## src/rtl/pipe_hazard_ctrl_pkg.sv

```systemverilog
// pipe_hazard_ctrl_pkg: shared opcode, mem-mode, FSM state and forwarding encodings.
package pipe_hazard_ctrl_pkg;
    localparam logic [6:0] OP_HALT = 7'h7F;
    localparam logic [1:0] MD_LD   = 2'b01;
    typedef enum logic [1:0] {ST_RUN, ST_FLUSH, ST_DRAIN, ST_HALTED} state_e;
    typedef enum logic [1:0] {FWD_RF = 2'b00, FWD_EX = 2'b01, FWD_WB = 2'b10} fwd_e;
endpackage

```

## src/rtl/pipe_hazard_ctrl_hazard_fwd_unit.sv

```systemverilog
// hazard_fwd_unit: combinational load-use detection and operand forwarding selects.
module hazard_fwd_unit
    import pipe_hazard_ctrl_pkg::*;
#(
    parameter bit R0_ZERO = 1'b1
) (
    input  logic [4:0] id_sa,
    input  logic [4:0] id_sb,
    input  logic       id_ma,
    input  logic       id_mb,
    input  logic       ex_valid,
    input  logic       ex_rw,
    input  logic [1:0] ex_md,
    input  logic [4:0] ex_dr,
    input  logic       wb_valid,
    input  logic       wb_rw,
    input  logic [4:0] wb_dr,
    output logic       load_use,
    output logic [1:0] fwd_a,
    output logic [1:0] fwd_b
);
    logic ex_ld, ex_alu, wb_w, a_live, b_live;
    always_comb begin
        ex_ld    = ex_valid & ex_rw & (ex_md == MD_LD);
        ex_alu   = ex_valid & ex_rw & (ex_md != MD_LD);
        wb_w     = wb_valid & wb_rw;
        a_live   = !(R0_ZERO && id_sa == 5'd0);
        b_live   = !(R0_ZERO && id_sb == 5'd0);
        load_use = ex_ld & ((!id_ma & a_live & (ex_dr == id_sa)) | (!id_mb & b_live & (ex_dr == id_sb)));
        fwd_a    = !a_live ? FWD_RF : (ex_alu && ex_dr == id_sa) ? FWD_EX : (wb_w && wb_dr == id_sa) ? FWD_WB : FWD_RF;
        fwd_b    = !b_live ? FWD_RF : (ex_alu && ex_dr == id_sb) ? FWD_EX : (wb_w && wb_dr == id_sb) ? FWD_WB : FWD_RF;
    end
endmodule

```

## src/rtl/pipe_hazard_ctrl.sv

```systemverilog
// pipe_hazard_ctrl: 5-stage pipeline sequencing (stall/flush/halt drain) with perf counters.
module pipe_hazard_ctrl
    import pipe_hazard_ctrl_pkg::*;
#(
    parameter int DRAIN_CYCLES = 3,
    parameter bit R0_ZERO      = 1'b1,
    parameter int CNT_W        = 16
) (
    input  logic             clk,
    input  logic             rst,
    input  logic             id_valid,
    input  logic [6:0]       id_opcode,
    input  logic [4:0]       id_sa,
    input  logic [4:0]       id_sb,
    input  logic             id_ma,
    input  logic             id_mb,
    input  logic             ex_valid,
    input  logic             ex_rw,
    input  logic [1:0]       ex_md,
    input  logic [4:0]       ex_dr,
    input  logic             wb_valid,
    input  logic             wb_rw,
    input  logic [4:0]       wb_dr,
    input  logic             ex_br_taken,
    input  logic             imem_ready,
    output logic             pc_en,
    output logic             if_id_en,
    output logic             if_id_flush,
    output logic             id_ex_flush,
    output logic [1:0]       fwd_a,
    output logic [1:0]       fwd_b,
    output logic             halted,
    output logic [CNT_W-1:0] stall_cnt,
    output logic [CNT_W-1:0] flush_cnt
);
    localparam int DW = DRAIN_CYCLES > 2 ? $clog2(DRAIN_CYCLES) : 1;
    state_e         state_q, state_d;
    logic [DW-1:0]  drain_q, drain_d;
    logic [CNT_W-1:0] stall_q, stall_d, flush_q, flush_d;
    logic           load_use;
    logic [1:0]     fwd_a_raw, fwd_b_raw;
    logic           pc_en_n, if_id_en_n, if_id_flush_n, id_ex_flush_n;

    hazard_fwd_unit #(.R0_ZERO(R0_ZERO)) u_hfu (
        .id_sa(id_sa), .id_sb(id_sb), .id_ma(id_ma), .id_mb(id_mb),
        .ex_valid(ex_valid), .ex_rw(ex_rw), .ex_md(ex_md), .ex_dr(ex_dr),
        .wb_valid(wb_valid), .wb_rw(wb_rw), .wb_dr(wb_dr),
        .load_use(load_use), .fwd_a(fwd_a_raw), .fwd_b(fwd_b_raw)
    );

    always_comb begin
        state_d       = state_q;
        drain_d       = drain_q;
        stall_d       = stall_q;
        flush_d       = flush_q;
        pc_en_n       = imem_ready;
        if_id_en_n    = 1'b1;
        if_id_flush_n = !imem_ready;
        id_ex_flush_n = 1'b0;
        case (state_q)
            ST_RUN: begin
                // taken branch discards wrong-path stall or HALT in ID
                if (ex_br_taken) begin
                    pc_en_n       = 1'b1;
                    if_id_flush_n = 1'b1;
                    id_ex_flush_n = 1'b1;
                    state_d       = ST_FLUSH;
                    flush_d       = &flush_q ? flush_q : flush_q + CNT_W'(1);
                end else if (load_use) begin
                    pc_en_n       = 1'b0;
                    if_id_en_n    = 1'b0;
                    if_id_flush_n = 1'b0;
                    id_ex_flush_n = 1'b1;
                    stall_d       = &stall_q ? stall_q : stall_q + CNT_W'(1);
                end else if (id_valid && id_opcode == OP_HALT) begin
                    pc_en_n       = 1'b0;
                    if_id_flush_n = 1'b1;
                    state_d       = ST_DRAIN;
                    drain_d       = DW'(DRAIN_CYCLES - 1);
                end
            end
            ST_FLUSH: state_d = ST_RUN;
            ST_DRAIN: begin
                pc_en_n       = 1'b0;
                if_id_flush_n = 1'b1;
                state_d       = drain_q == '0 ? ST_HALTED : ST_DRAIN;
                drain_d       = drain_q == '0 ? drain_q : drain_q - DW'(1);
            end
            default: begin
                pc_en_n       = 1'b0;
                if_id_en_n    = 1'b0;
                if_id_flush_n = 1'b1;
                id_ex_flush_n = 1'b1;
            end
        endcase
        pc_en       = !rst & pc_en_n;
        if_id_en    = !rst & if_id_en_n;
        if_id_flush = rst | if_id_flush_n;
        id_ex_flush = rst | id_ex_flush_n;
        fwd_a       = rst ? FWD_RF : fwd_a_raw;
        fwd_b       = rst ? FWD_RF : fwd_b_raw;
    end

    always_ff @(posedge clk or posedge rst) begin
        if (rst) begin
            state_q <= ST_RUN;
            drain_q <= '0;
            stall_q <= '0;
            flush_q <= '0;
        end else begin
            state_q <= state_d;
            drain_q <= drain_d;
            stall_q <= stall_d;
            flush_q <= flush_d;
        end
    end

    assign halted    = state_q == ST_HALTED;
    assign stall_cnt = stall_q;
    assign flush_cnt = flush_q;
endmodule

```

## config.mk

```make
export PLATFORM = sky130hd
export DESIGN_NAME = pipe_hazard_ctrl
export DESIGN_NICKNAME = d
export VERILOG_FILES = /design/src/rtl/pipe_hazard_ctrl_pkg.sv /design/src/rtl/pipe_hazard_ctrl_hazard_fwd_unit.sv /design/src/rtl/pipe_hazard_ctrl.sv
export SDC_FILE = /design/constraint.sdc
export NUM_CORES = 1
export LEC_CHECK = 0
export BUFFER_PORTS_ARGS = -buffer_cell sky130_fd_sc_hd__buf_4
export CAP_MARGIN = 25
export CORE_ASPECT_RATIO = 0.7
export CORE_MARGIN = 5
export CORE_UTILIZATION = 55
export CTS_BUF_LIST = sky130_fd_sc_hd__clkbuf_4 sky130_fd_sc_hd__clkbuf_8 sky130_fd_sc_hd__clkbuf_16
export DETAILED_ROUTE_END_ITERATION = 7
export PLACE_DENSITY = 0.95
export SYNTH_ARGS = -nofsm -noshare
export SYNTH_HDL_FRONTEND = slang
export SYNTH_SLANG_ARGS = --single-unit
```

## constraint.sdc

```tcl
create_clock -name clk -period 3.5 [get_ports clk]
set_clock_uncertainty 0.05 [all_clocks]
set_input_delay 0.525 -clock clk [delete_from_list [all_inputs] [get_ports clk]]
set_output_delay 0.525 -clock clk [all_outputs]
set_load 0.02 [all_outputs]
```

==> flow_summary.ini, run 1 <==
[timing]
period_needed_ns = 2.66
slew-limit-headroom_pct = 68.3
rsz0062_at_grt = false
holdWs_ns = 0.350
tns_ns = 0
worst_pin_slew_ns = 0.475
hold_violations = 0
setup_violations = 0
fin_crit_sh_pct = 76.0
clock.fmax_mhz = 376
maxSlewViolCount = 0

[critical_path]
crit_slowest_cell = a32o_1
crit_top_cell = buf_4
cp.required_ns = 2.92
start_kind = primary input
criticalPathCategory = in -> out
worstSetupEndpointType = output pin
crit_chain = buf_4 > xor2_1 > nor3_2 > nand4_1 > a32o_1 > nand2_1 > buf_4
cp_max_fo = 8
arrival_ns = 2.09
max_stage_delay_ns = 0.39

[clocking]
cts.hold.buffers_added = 0
postCtsSetupBuffers = 0
cts_sinks = 36
clockBufferDepth = 2
root_buffer = clkbuf_8
clock_latency_ns = 0.29
numCtsBuffers = 5
path_clk_slew_ns = 0.07
cts_tree = yes
cts_resized = 0
htreeDepth = 2

[synthesis]
synth_top_area_share_pct = 35.5
synth_edf_count = 0
syn_area_per_cell_um2 = 9.81
synth_warnings = 0
synth-async-reset-ratio_pct = 100
synth_commonest_cells = dfrtp_1 (36), xor2_1 (34), nand2_1 (22), nand3_1 (18), nand4_1 (14)
ys_seq_area_share_pct = 35.5
synth_area_leaders = dfrtp_1 (35%), xor2_1 (12%), xnor2_1 (4.5%)
synth_seq_cells = 36
yosysTopAreaCell = dfrtp_1
syn_area_um2 = 2540
synth_cell_type_count = 48
syn-instance-count = 259
synth.most_common_cell = dfrtp_1
synth_nets = 306
synth-main-ff-cell = dfrtp_1

[detailed_routing]
dr.pass1.iters = 4
vias_per_cell = 5.92
finalWirelength_um = 6550
wl_per_cell_um = 16.4
ant_nets = 0
detail_route.iter0.violations = 142
num_vias = 2367
drc = 0

[grt]
antenna_found_initial = 0
grt_start_max_net_pins = 38
gr-usage-all-layers_pct = 22.3
grt_pass1_wl_um = 10900
gr-total-overflow = 0
grt_pass1_vias = 2279

[floorplanning]
dieHeight_um = 66.9
initial_core_util_pct = 57.7
row_count = 20
ios = 81
die-area_um2 = 6100
fp.dieW_um = 91.2
core-area_um2 = 4400

[worst_hold_path]
hp-class = in -> async

[place]
routabilityCongestion = 0.909
post-place-cells = 392
io_buffers = 80
dp_hpwl_um = 5230

[final_layout]
nNetsFinal = 391
final_cells = 400
layout-drive-gt1-share_pct = 33.3
antenna_cells = 0
area_delta_synth_final_pct = 29.3

[run_status]
outcome = completed

[job]
drv_cap = 0

[power]
vdd_drop_max_mv = 0.449
powerDensity_nw_per_um2 = 447
power_leakage_nw = 1.55
-- cell families (layout without fill, tap and decap cells) --
| group | Yosys count | after routing | share of synthesized area (%) |
|---|---|---|---|
| AND/OR/NAND/NOR | 108 | 108 | 25.8 |
| multiplexers | 5 | 5 | 2.12 |
| XOR/XNOR | 47 | 47 | 16.2 |
| buffers and inverters | 15 | 101 | 2.81 |
| flip-flops | 36 | 36 | 35.5 |
| AO/OA/AOI/OAI | 41 | 41 | 14.2 |
| adder cells (fa/ha/maj) | 7 | 7 | 3.45 |
-- flip-flops by register name, indices dropped and copies added, names as in the netlist --
signal,count
flush_cnt,16
stall_cnt,16
drain_q,2
state_q,2
-- placed cells by master, fill, tap and decap left out, types with 12 or more instances in the layout --
| master | synthesis | routed |
|---|---|---|
| nor2_1 | 12 | 12 |
| inv_1 | 12 | 12 |
| nand2_1 | 22 | 22 |
| nand4_1 | 14 | 14 |
| dfrtp_1 | 36 | 36 |
| nand3_1 | 18 | 18 |
| buf_4 | 0 | 81 |
| xnor2_1 | 13 | 13 |
| a21oi_1 | 12 | 12 |
| xor2_1 | 34 | 34 |
-- worst max-delay path: cells and delay by family --
kind,cells,cell delay (ns)
xor gates and xnor gates,1,0.16
AOI/OAI and AO/OA,1,0.39
and+or+nand+nor,3,0.75
buffers and inverters,2,0.26
-- final timing paths --
kind / startpoint / end / slack, ns / cells past startpoint
setup / recovery: ex_dr[0] / id_ex_flush / 0.84 / 7
hold / removal: rst / state_q[0] / 0.35 / 3
setup reg to reg: state_q[1] / stall_cnt[1] / 0.94 / 7
hold reg to reg: flush_cnt[15] / flush_cnt[15] / 0.46 / 1
max in group asynchronous: rst / stall_cnt[7] / 2.71 / 3
min in group clk: flush_cnt[15] / flush_cnt[15] / 0.46 / 1
-- metal layers --
metal	wire length (µm)	track usage, %
met1	2870	29.4
met3	409	5.30
met5	0	0
met4	123	8.61
met2	3150	35.8
-- report_power, final --
group | internal [W] | switching (W) | total, W | leakage [nW]
Combinational | 0.000271 | 0.000359 | 0.000629 | 1.04
Sequential | 0.000473 | 0.0000576 | 0.000531 | 0.464
Clock | 0.000157 | 0.000150 | 0.000307 | 0.0510
-- through the flow --
| stage | instance area [µm²] | util [%] | power [W] | worst slack (ns) |
|---|---|---|---|---|
| after global routing | 3280 | 74.5 | 0.00157 | 0.746 |
| after global placement | 3190 | 72.4 | 0.00113 | 0.931 |
| after detailed placement | 3190 | 72.4 | 0.00117 | 0.840 |
| final | 3280 | 74.5 | 0.00147 | 0.840 |
| after floorplan | 2540 | - | 0.000939 | 0.699 |
| after CTS | 3280 | 74.5 | 0.00148 | 0.839 |
-- layout make-up --
cell class                 instances  area, µm²
multi-input combinational        208       1570
clock buffer                       6       82.6
tap                               55       68.8
timing repair buffer              81        608
inverter                          12       45.0
sequential                        36        901
clock inverter                     2       10.0
fill                             307       1120
(Power assumes the default switching activity.)
==> run 2: changes to the inputs <==
--- a/config.mk
+++ b/config.mk
@@ -9,10 +9,10 @@
 export CAP_MARGIN = 25
 export CORE_ASPECT_RATIO = 0.7
 export CORE_MARGIN = 5
-export CORE_UTILIZATION = 55
+export CORE_UTILIZATION = 46
 export CTS_BUF_LIST = sky130_fd_sc_hd__clkbuf_4 sky130_fd_sc_hd__clkbuf_8 sky130_fd_sc_hd__clkbuf_16
 export DETAILED_ROUTE_END_ITERATION = 7
-export PLACE_DENSITY = 0.95
+export PLACE_DENSITY = 0.87
 export SYNTH_ARGS = -nofsm -noshare
 export SYNTH_HDL_FRONTEND = slang
 export SYNTH_SLANG_ARGS = --single-unit
==> constraint.sdc (replaced) <==
create_clock -name clk -period 2.3 [get_ports clk]
set_clock_uncertainty 0.05 [all_clocks]
set_input_delay 0.345 -clock clk [delete_from_list [all_inputs] [get_ports clk]]
set_output_delay 0.345 -clock clk [all_outputs]
set_load 0.02 [all_outputs]
==> run 2 against run 1 <==
Net effect: sequential cell count did not move; register-to-register slack got worse by 0.75 ns; global-route usage fell by 2.8 points; cell count rose by 6.8%; wire length rose by 3.7%; sequential share of layout area fell by 1.1 points; first-iteration DRC count fell by 39%; die area rose by 17%; critical path depth did not move; setup slack got worse by 0.69 ns; critical endpoint unchanged; largest cell class unchanged; largest power group unchanged.
==> flow_summary.ini, run 2 (synthesis results as in run 1) <==
[timing]
rsz0062_at_grt = false
tns_ns = 0
hold_violations = 0
setup_violations = 0
worst_pin_slew_ns = 0.452
slew-limit-headroom_pct = 69.9
maxSlewViolCount = 0
fin_crit_sh_pct = 93.5
period_needed_ns = 2.15
holdWs_ns = 0.213
clock.fmax_mhz = 465

[floorplanning]
core-area_um2 = 5290
die-area_um2 = 7130
ios = 81
fp.dieW_um = 98.8
row_count = 22
dieHeight_um = 72.2
initial_core_util_pct = 48.1

[power]
seqPwrFrac_pct = 33.3
netSwitchingFraction_pct = 37.4
pwr-share-comb_pct = 43.5
p_switching_w = 0.000907
intPower_w = 0.00152
powerDensity_nw_per_um2 = 710
vdd_drop_max_mv = 0.273
clockPowerShare_pct = 23.2
report.power.total_w = 0.00243
power_leakage_nw = 1.60

[grt]
grt_pass1_wl_um = 11400
gr-total-overflow = 0
grt_pass1_vias = 2395
antenna_found_initial = 0
grt_start_max_net_pins = 37
gr-usage-all-layers_pct = 19.5

[final_layout]
final_common_cell = buf_4
final_cells = 427
area_delta_synth_final_pct = 34.5
nFillCells = 448
nNetsFinal = 401
mostFrequentLayoutCells = buf_4 (91), dfrtp_1 (36), xor2_1 (34)
layout-drive-gt1-share_pct = 36.1
antenna_cells = 0
fin_util_pct = 64.7

[place]
post-place-cells = 419
dp_hpwl_um = 5320
routabilityCongestion = 0.841
io_buffers = 80

[detailed_routing]
drc = 0
num_vias = 2358
ant_nets = 0
finalWirelength_um = 6790
wl_per_cell_um = 15.9
dr.pass1.iters = 4
detail_route.iter0.violations = 86
vias_per_cell = 5.52

[critical_path]
cp.required_ns = 1.90
cp_max_fo = 5
worstSetupEndpointType = output pin
crit_chain = inv_1 > ha_4 > buf_4 > nor2b_1 > a32o_1 > nand2_1 > buf_4
max_stage_delay_ns = 0.41
crit_slowest_cell = dfrtp_1
critPathBufInv = 3
arrival_ns = 1.75
start_kind = register
criticalPathCategory = reg -> out
path_delay_family = buffers and inverters
crit_top_cell = buf_4

[clocking]
path_clk_slew_ns = 0.08
numCtsBuffers = 5
cts_tree = yes
clock_latency_ns = 0.29
htreeDepth = 2
postCtsSetupBuffers = 0
cts_sinks = 36
clockBufferDepth = 2
cts.hold.buffers_added = 0
root_buffer = clkbuf_8

[run_status]
outcome = completed

[job]
drv_cap = 0

[worst_hold_path]
hp-class = in -> async
-- run 2: stage by stage --
stage,instance area [µm²],setup slack [ns]
after floorplan,2550,0.0353
after global placement,3290,0.220
after detailed placement,3290,0.0996
after CTS,3410,0.0289
after global routing,3420,0.0445
final,3420,0.150
-- run 2: power by group through the flow --
stage / registers [W] / logic, W / clock network (W)
floorplan: 0.000859 / 0.000583 / 0
global placement: 0.000810 / 0.000980 / 0
detailed placement: 0.000816 / 0.00100 / 0
CTS: 0.000805 / 0.00102 / 0.000575
global route: 0.000823 / 0.00115 / 0.000601
finish: 0.000808 / 0.00105 / 0.000564
-- run 2: layout make-up --
| cell class | instances | area, µm² | area share, % |
|---|---|---|---|
| inverters | 12 | 45.0 | 1.32 |
| flip-flops and latches | 36 | 901 | 26.4 |
| multi-input cells | 208 | 1590 | 46.4 |
| repair buffers | 91 | 683 | 20.0 |
| clock buffers | 5 | 68.8 | 2.01 |
| clock inverters | 3 | 42.5 | 1.24 |
| well taps | 72 | 90.1 | 2.64 |
-- run 2: worst paths after layout --
path	from	depth (start not counted)	to	slack [ns]
hold / removal	rst	3	stall_cnt[12]	0.21
min in group clk	flush_cnt[15]	1	flush_cnt[15]	0.46
setup reg to reg	state_q[1]	8	stall_cnt[11]	0.19
hold reg to reg	flush_cnt[15]	1	flush_cnt[15]	0.46
setup / recovery	state_q[1]	7	id_ex_flush	0.15
max in group asynchronous	rst	3	stall_cnt[8]	1.67
-- run 2: repair_timing --
item	CTS	global route
gates resized for setup	1	2
pin swaps	0	1
setup endpoints to repair	1	5
cloned	0	0
-- run 2: per-layer routing --
| layer | part of all wire (%) | wire length, µm | global-route usage [%] |
|---|---|---|---|
| met1 | 45 | 3070 | 26.3 |
| met4 | 1.7 | 115 | 5.76 |
| met5 | 0 | 0 | 0 |
| met2 | 47 | 3210 | 31.3 |
| met3 | 5.8 | 393 | 4.80 |
-- run 2: tightest hold or removal path: cells and delay by family --
| kind | cells | cell delay, ns |
|---|---|---|
| buffers and inverters | 3 | 0.64 |
==> run 3: changes to the inputs <==
--- a/config.mk
+++ b/config.mk
@@ -12,7 +12,8 @@
 export CORE_UTILIZATION = 46
 export CTS_BUF_LIST = sky130_fd_sc_hd__clkbuf_4 sky130_fd_sc_hd__clkbuf_8 sky130_fd_sc_hd__clkbuf_16
 export DETAILED_ROUTE_END_ITERATION = 7
-export PLACE_DENSITY = 0.87
+export PLACE_DENSITY = 0.86
+export SLEW_MARGIN = 20
 export SYNTH_ARGS = -nofsm -noshare
 export SYNTH_HDL_FRONTEND = slang
 export SYNTH_SLANG_ARGS = --single-unit
==> run 3 against run 2 <==
Net effect: critical path depth is 2 lower; via count shrank 1.1%; highest routed layer unchanged; clock-buffer cell count did not move; sequential share of layout area about the same.
==> flow_summary.ini, run 3 (synthesis results as in run 1) <==
[run_status]
outcome = completed

[clocking]
numCtsBuffers = 5
htreeDepth = 2
cts_sinks = 36
root_buffer = clkbuf_8
clock_latency_ns = 0.29
clockBufferDepth = 2
path_clk_slew_ns = 0.08
cts_tree = yes

[job]
drv_cap = 0

[power]
clockPowerShare_pct = 23.2
intPower_w = 0.00151
vdd_drop_max_mv = 0.312
p_switching_w = 0.000902
powerDensity_nw_per_um2 = 706
pwr-share-comb_pct = 43.3
power_leakage_nw = 1.59
netSwitchingFraction_pct = 37.4
seqPwrFrac_pct = 33.5

[detailed_routing]
dr.pass1.iters = 4
num_vias = 2331
ant_nets = 0
wl_per_cell_um = 15.5
drc = 0
vias_per_cell = 5.48
finalWirelength_um = 6590
detail_route.iter0.violations = 120

[floorplanning]
fp.dieW_um = 98.8
initial_core_util_pct = 48.1
dieHeight_um = 72.2
core-area_um2 = 5290
die-area_um2 = 7130
row_count = 22
ios = 81

[worst_hold_path]
hp-class = in -> async

[timing]
period_needed_ns = 2.17
slew-limit-headroom_pct = 67.3
rsz0062_at_grt = false
fin_crit_sh_pct = 94.3
maxSlewViolCount = 0
clock.fmax_mhz = 461
tns_ns = 0
worst_pin_slew_ns = 0.489
hold_violations = 0
setup_violations = 0

[critical_path]
start_kind = register
worstReg2RegStart = state_q[1]
arrival_ns = 1.77
regToRegEndpoint = stall_cnt[1]
r2r_slack_ns = 0.19
worstSetupEndpointType = output pin
cp.required_ns = 1.90
criticalPathCategory = reg -> out
rr_worst_depth = 7
cp_max_fo = 6

[final_layout]
nNetsFinal = 399
area_delta_synth_final_pct = 34.7
final_common_cell = buf_4
layout-drive-gt1-share_pct = 35.7
fin_util_pct = 64.7
mostFrequentLayoutCells = buf_4 (88), dfrtp_1 (36), xor2_1 (34)
antenna_cells = 0

[grt]
grt_pass1_wl_um = 10800
grt_start_max_net_pins = 37
gr-total-overflow = 0
grt_pass1_vias = 2257
gr-usage-all-layers_pct = 18.6
antenna_found_initial = 0

[place]
io_buffers = 80
routabilityCongestion = 0.846
dp_hpwl_um = 5190
## run 3: worst max-delay path by stage
stage	slack [ns]	startpoint	end	cells after the start
after CTS	0.009	state_q[1]	if_id_en	6
after floorplan	0.04	rst	fwd_a[1]	4
final	0.13	state_q[1]	if_id_en	5
after detailed placement	0.12	state_q[1]	flush_cnt[15]	8
after global placement	0.17	state_q[1]	flush_cnt[15]	8
after global routing	0.0003	state_q[0]	if_id_en	5
## run 3: repair_timing
action,4_1_cts,5_1_grt
resized for setup,0,5
setup buffers,0,0
setup endpoints to repair,0,5
hold buffers,0,0
## run 3: metrics by stage
| stage | cell area (µm²) | std cells | setup WS (ns) | hold WS [ns] | total power (W) |
|---|---|---|---|---|---|
| 6_report | 3420 | 425 | 0.131 | 0.194 | 0.00241 |
| 4_1_cts | 3390 | 425 | 0.00945 | 0.205 | 0.00236 |
| 5_1_grt | 3420 | 425 | 0.000310 | 0.254 | 0.00255 |
| 3_3_place_gp | 3280 | 417 | 0.170 | 0.432 | 0.00176 |
| 2_1_floorplan | 2550 | 259 | 0.0353 | 0.427 | 0.00144 |
| 3_5_place_dp | 3280 | 417 | 0.119 | 0.443 | 0.00180 |
## run 3: power groups by stage
stage                     Clock, W  Sequential, W  Combinational, W
after floorplan                  0       0.000859          0.000583
after detailed placement         0       0.000821          0.000980
after CTS                 0.000570       0.000808          0.000983
final                     0.000560       0.000810           0.00104
after global placement           0       0.000810          0.000952
after global routing      0.000598       0.000824           0.00113
## run 3: worst max-delay path: stages, from the launching register on
cell	delay (ns)
dfrtp_1	0.40
inv_1	0.11
ha_4	0.32
nor2_1	0.07
a2111oi_2	0.38
buf_4	0.21
## run 3: layout make-up
class | count | area, µm²
multi-input combinational | 208 | 1600
clock buffer | 5 | 68.8
fill | 427 | 1860
clock inverter | 3 | 42.5
sequential | 36 | 901
timing repair buffer | 89 | 672
inverter | 12 | 45.0
tap | 72 | 90.1
## run 3: metal layers
layer | vias to the layer above | track usage, % | wire length (µm)
met1 | 1138 | 26.6 | 3110
met3 | 5 | 4.90 | 382
met5 | - | 0 | 0
met4 | 0 | 5.45 | 48
met2 | 58 | 27.9 | 3050
li1 | 1130 | - | -
